===== src/rtl/gerador_vga.sv =====
// VGA timing generator: pixel-tick divider, h/v counters, troca toggle and registered DAC outputs.
// Latency: RGB/sync/blank lag the counters by one pixel tick; no backpressure, free-running.
module gerador_vga #(
  parameter int CLK_DIV      = 2,
  parameter int H_VISIBLE    = 640,
  parameter int H_FRONT      = 16,
  parameter int H_SYNC       = 96,
  parameter int H_BACK       = 48,
  parameter int V_VISIBLE    = 480,
  parameter int V_FRONT      = 10,
  parameter int V_SYNC       = 2,
  parameter int V_BACK       = 33,
  parameter int TROCA_FRAMES = 30
) (
  input  logic       clk,
  input  logic       reset,
  input  logic [7:0] R_in,
  input  logic [7:0] G_in,
  input  logic [7:0] B_in,
  output logic [9:0] h_counter,
  output logic [9:0] v_counter,
  output logic       pixel_en,
  output logic       active,
  output logic       frame_start,
  output logic       troca,
  output logic [7:0] VGA_R,
  output logic [7:0] VGA_G,
  output logic [7:0] VGA_B,
  output logic       VGA_HS,
  output logic       VGA_VS,
  output logic       VGA_BLANK_N,
  output logic       VGA_SYNC_N,
  output logic       VGA_CLK
);

  localparam int H_TOTAL = H_VISIBLE + H_FRONT + H_SYNC + H_BACK;
  localparam int V_TOTAL = V_VISIBLE + V_FRONT + V_SYNC + V_BACK;
  localparam int DIV_W   = $clog2(CLK_DIV);
  localparam int FC_W    = (TROCA_FRAMES > 1) ? $clog2(TROCA_FRAMES) : 1;

  localparam logic [9:0] H_MAX      = 10'(H_TOTAL - 1);
  localparam logic [9:0] V_MAX      = 10'(V_TOTAL - 1);
  localparam logic [9:0] H_VIS      = 10'(H_VISIBLE);
  localparam logic [9:0] V_VIS      = 10'(V_VISIBLE);
  localparam logic [9:0] HS_FIRST   = 10'(H_VISIBLE + H_FRONT);
  localparam logic [9:0] HS_LAST    = 10'(H_VISIBLE + H_FRONT + H_SYNC - 1);
  localparam logic [9:0] VS_FIRST   = 10'(V_VISIBLE + V_FRONT);
  localparam logic [9:0] VS_LAST    = 10'(V_VISIBLE + V_FRONT + V_SYNC - 1);
  localparam logic [DIV_W-1:0] DIV_MAX  = DIV_W'(CLK_DIV - 1);
  localparam logic [DIV_W-1:0] DIV_HALF = DIV_W'(CLK_DIV / 2);
  localparam logic [FC_W-1:0]  FC_MAX   = FC_W'(TROCA_FRAMES - 1);

  logic [DIV_W-1:0] div;
  logic [FC_W-1:0]  fc;
  logic             hs_raw;
  logic             vs_raw;

  // pixel_en is decoded from div one clock late, so it sits high while div==0
  always_ff @(posedge clk) begin
    if (reset) begin
      div      <= '0;
      pixel_en <= 1'b0;
    end else begin
      div      <= (div == DIV_MAX) ? '0 : div + DIV_W'(1);
      pixel_en <= (div == DIV_MAX);
    end
  end

  always_ff @(posedge clk) begin
    if (reset) begin
      h_counter <= '0;
      v_counter <= '0;
    end else if (pixel_en) begin
      if (h_counter == H_MAX) begin
        h_counter <= '0;
        v_counter <= (v_counter == V_MAX) ? '0 : v_counter + 10'd1;
      end else begin
        h_counter <= h_counter + 10'd1;
      end
    end
  end

  assign frame_start = pixel_en && (h_counter == H_MAX) && (v_counter == V_MAX);
  assign active      = (h_counter < H_VIS) && (v_counter < V_VIS);
  assign hs_raw      = !((h_counter >= HS_FIRST) && (h_counter <= HS_LAST));
  assign vs_raw      = !((v_counter >= VS_FIRST) && (v_counter <= VS_LAST));

  always_ff @(posedge clk) begin
    if (reset) begin
      fc    <= '0;
      troca <= 1'b0;
    end else if (frame_start) begin
      if (fc == FC_MAX) begin
        fc    <= '0;
        troca <= ~troca;
      end else begin
        fc <= fc + FC_W'(1);
      end
    end
  end

  // Sync and blank are registered with the pixel data so all DAC pins stay aligned
  always_ff @(posedge clk) begin
    if (reset) begin
      VGA_R       <= 8'd0;
      VGA_G       <= 8'd0;
      VGA_B       <= 8'd0;
      VGA_HS      <= 1'b1;
      VGA_VS      <= 1'b1;
      VGA_BLANK_N <= 1'b0;
    end else if (pixel_en) begin
      VGA_R       <= active ? R_in : 8'd0;
      VGA_G       <= active ? G_in : 8'd0;
      VGA_B       <= active ? B_in : 8'd0;
      VGA_HS      <= hs_raw;
      VGA_VS      <= vs_raw;
      VGA_BLANK_N <= active;
    end
  end

  assign VGA_SYNC_N = 1'b0;
  assign VGA_CLK    = (div >= DIV_HALF);

endmodule

===== config.mk =====
export PLATFORM = sky130hd
export DESIGN_NAME = gerador_vga
export DESIGN_NICKNAME = d
export VERILOG_FILES = /design/src/rtl/gerador_vga.sv
export SDC_FILE = /design/constraint.sdc
export NUM_CORES = 1
export LEC_CHECK = 0
export ABC_AREA = 1
export BUFFER_PORTS_ARGS = -buffer_cell sky130_fd_sc_hd__buf_2
export CAP_MARGIN = 40
export CORE_UTILIZATION = 48
export CTS_BUF_LIST = sky130_fd_sc_hd__clkbuf_4 sky130_fd_sc_hd__clkbuf_8
export CTS_CLUSTER_DIAMETER = 30
export DETAILED_ROUTE_END_ITERATION = 8
export PLACE_DENSITY = 0.78
export SETUP_SLACK_MARGIN = 0.02
export SLEW_MARGIN = 20
export SYNTH_ARGS = -nofsm -noshare
export SYNTH_HDL_FRONTEND = slang
export SYNTH_SLANG_ARGS = --single-unit
export TNS_END_PERCENT = 1

===== constraint.sdc =====
create_clock -name clk -period 1.4 [get_ports clk]
set_input_delay 0.07 -clock clk [delete_from_list [all_inputs] [get_ports clk]]
set_output_delay 0.07 -clock clk [all_outputs]
set_load 0.05 [all_outputs]

==> out/qor.txt <==
result of the run -> finished with violations
failing checks -> negative setup slack
WP buf/inv -> 2
post-layout minimum cycle time -> 1.54 ns
Max Freq -> 650 MHz
Post-synth EDFFs -> 0
final instance count without filler cells -> 544
crit path cell chain -> inv_2 -> ha_4 -> nand2_2 -> nor2_2 -> nand4_1 -> nor2_4 -> buf_8
area delta synth->final -> 37.6%
DR WL/cell -> 13.3 um
Longest Clk Path Bufs -> 2
largest net degree at the start of global routing -> 43
routed wire length -> 7220 um
die area -> 0.00577 mm^2
Clock Pin Slew Worst Setup and Hold Paths -> 0.11 ns
DIE HEIGHT -> 76.0 um
GRT Max-Usage Layer -> met2
final worst slack -> -0.138 ns
CP required -> 1.33 ns
CP max stage delay -> 0.34 ns
Starting Density -> 50.8%
Synth area leader -> dfxtp_1
Remaining Overflow, GRT -> 0
placed instance count -> 525
Final Util -> 69.9%
Sequential Power Share -> 55.6%
Layout Nets -> 505
vias in the first global route -> 2725
Via Count -> 2885
Tot Pwr -> 0.00291 W
overall routing resource usage -> 25.5%
Power Density -> 806 mW/mm^2
H-Tree Depth -> 2
switch share -> 29.3%
Logic pwr share -> 12.6%
crit path max fanout -> 2
asr flop ratio synth -> 0%
Inserted Diodes -> 0
Placer Congestion -> 0.848
Residual DRC -> 0
Sink Count -> 55
Final HPWL DP -> 4940 um
final worst-path cycle share -> 110%
met3 GRT Util -> 6.35%
grt met2 use -> 44.6%
Yosys top cell area share -> 41.9%
clk_skew -> 0.00861 ns
antenna violations before repair -> 0
CP endpoint kind -> primary output
HP Class -> input port to flop
Max Slew Vio Count -> 0
distinct cell type count after synthesis -> 27
Cells after Synth -> 373
core area -> 0.00517 mm^2
# hold bufs at CTS -> 0
Commonest cells post-synth -> nand2_1 (86), dfxtp_1 (55), a21oi_1 (42), inv_1 (39), nor2_1 (37)
Max-Cap Viols -> 0
Final Setup Violations -> 5
Clk pwr share -> 31.8%
cell family with most CP delay -> simple AND/OR/NAND/NOR gates
syn_nets -> 405
most frequent cell after synthesis -> nand2_1
CP arrival -> 1.47 ns
top_reg_cell synth -> dfxtp_1
DRT Pass-1 Iters -> 4
clock root buffer -> clkbuf_8
Yosys reg bits -> 55
CP max stage cell -> dfxtp_2
Top-Level Pins -> 79
Die Wd -> 76.0 um
vias per std cell -> 5.30
crit start category -> flop
initial drt markers -> 156
share of layout cells above drive strength 1 -> 38.2%
Port Buffer Count -> 77
first-pass GRT wire length -> 12200 um
CTS buffer count -> 5
CTS tree -> built
Sw Pwr -> 0.000853 W
synthesized area per cell -> 7.04 um^2
CP Class -> flop to primary output
worst vdd ir -> 0.000619 V
internal power -> 0.00206 W
Synth Cell Area -> 0.00263 mm^2
routing usage on met1 -> 31.1%
Synth Warn # -> 0
row cnt -> 26
Worst-Skew Late Latency -> 0.32 ns
Fin. Hold Viols -> 0
sequential fraction of the synthesis area -> 41.9%
P_leak -> 1.64 nW
unrepaired setup endpoints after global routing -> true
Area contributors post-synth -> dfxtp_1 (42%), nand2_1 (12%), nand4_1 (8.3%)
Antenna Nets Post-Route -> 0
-- state kept, by name, summed over array words and instances, names as in the netlist --
signal       flops
h_counter       10
v_counter       10
VGA_B            8
VGA_G            8
VGA_R            8
fc               5
VGA_BLANK_N      1
VGA_HS           1
VGA_VS           1
div              1
pixel_en         1
troca            1
-- logic make-up (layout without fill, tap and decap cells) --
| family | Yosys count | count (layout) | synth area share [%] |
|---|---|---|---|
| AND/OR/NAND/NOR | 193 | 193 | 33.6 |
| buffers and inverters | 59 | 160 | 8.96 |
| flip-flops | 55 | 55 | 41.9 |
| AO/OA/AOI/OAI | 53 | 53 | 10.5 |
| adder cells (fa/ha/maj) | 6 | 6 | 2.86 |
| XOR/XNOR | 6 | 6 | 2.00 |
| other | 1 | 1 | 0.143 |
-- power by group through the flow --
| stage | sequential [W] | combinational [W] | clock, W |
|---|---|---|---|
| floorplan | 0.00180 | 0.000111 | 0 |
| global placement | 0.00166 | 0.000361 | 0 |
| detailed placement | 0.00166 | 0.000366 | 0 |
| CTS | 0.00162 | 0.000368 | 0.000944 |
| global route | 0.00163 | 0.000393 | 0.000991 |
| finish | 0.00162 | 0.000368 | 0.000926 |
-- final timing paths --
check               start      endpoint  slack (ns)  cells past startpoint
max          v_counter[0]   frame_start       -0.14                      7
min               B_in[0]      VGA_B[0]        0.02                      3
max reg2reg  h_counter[7]  v_counter[4]       -0.03                      9
min reg2reg           div      pixel_en        0.43                      2
-- cell type report --
type	count	area (um^2)
inverter	40	150
tap	70	87.6
clock inverter	3	22.5
clock buffer	5	68.8
sequential	55	1140
fill	443	1560
multi-input combinational	259	1440
timing repair buffer	112	704
-- worst reg2reg max path: cells and delay by family, from the launching register on --
family,cells,cell delay (ns)
and+or+nand+nor,5,0.51
DFF,1,0.34
buffers and inverters,4,0.49
-- placed cells by master (no fill, tap or decap), types with 8 or more instances in the layout --
master,count
nand2_1,78
buf_2,75
a21oi_1,42
dfxtp_1,36
nand4_1,35
inv_1,30
buf_4,30
nor2_1,27
nand3_1,20
dfxtp_2,11
inv_2,10
nand2_2,8
nor2_4,8
dfxtp_4,8
-- repair_timing --
action,CTS,global route
setup buffers,8,3
gates resized for setup,24,18
pin swaps,5,9
endpoints found under the setup margin,23,39
-- stage by stage --
step                worst slack [ns]  cell area (um^2)  hold WS, ns  TNS (ns)
floorplan                     -0.182              2730        0.237     -2.04
global placement              -0.207              3300        0.346     -4.64
detailed placement            -0.123              3310        0.352    -0.464
CTS                           -0.115              3550       0.0105    -0.213
global route                  -0.203              3610       0.0173     -1.46
finish                        -0.138              3610       0.0160    -0.303
-- layer usage --
metal	up-vias	wire length [um]
li1	1432	-
met2	110	3500
met1	1328	3080
met4	0	124
met5	-	0
met3	15	515
No activity file was read; power rests on OpenSTA's default activity.
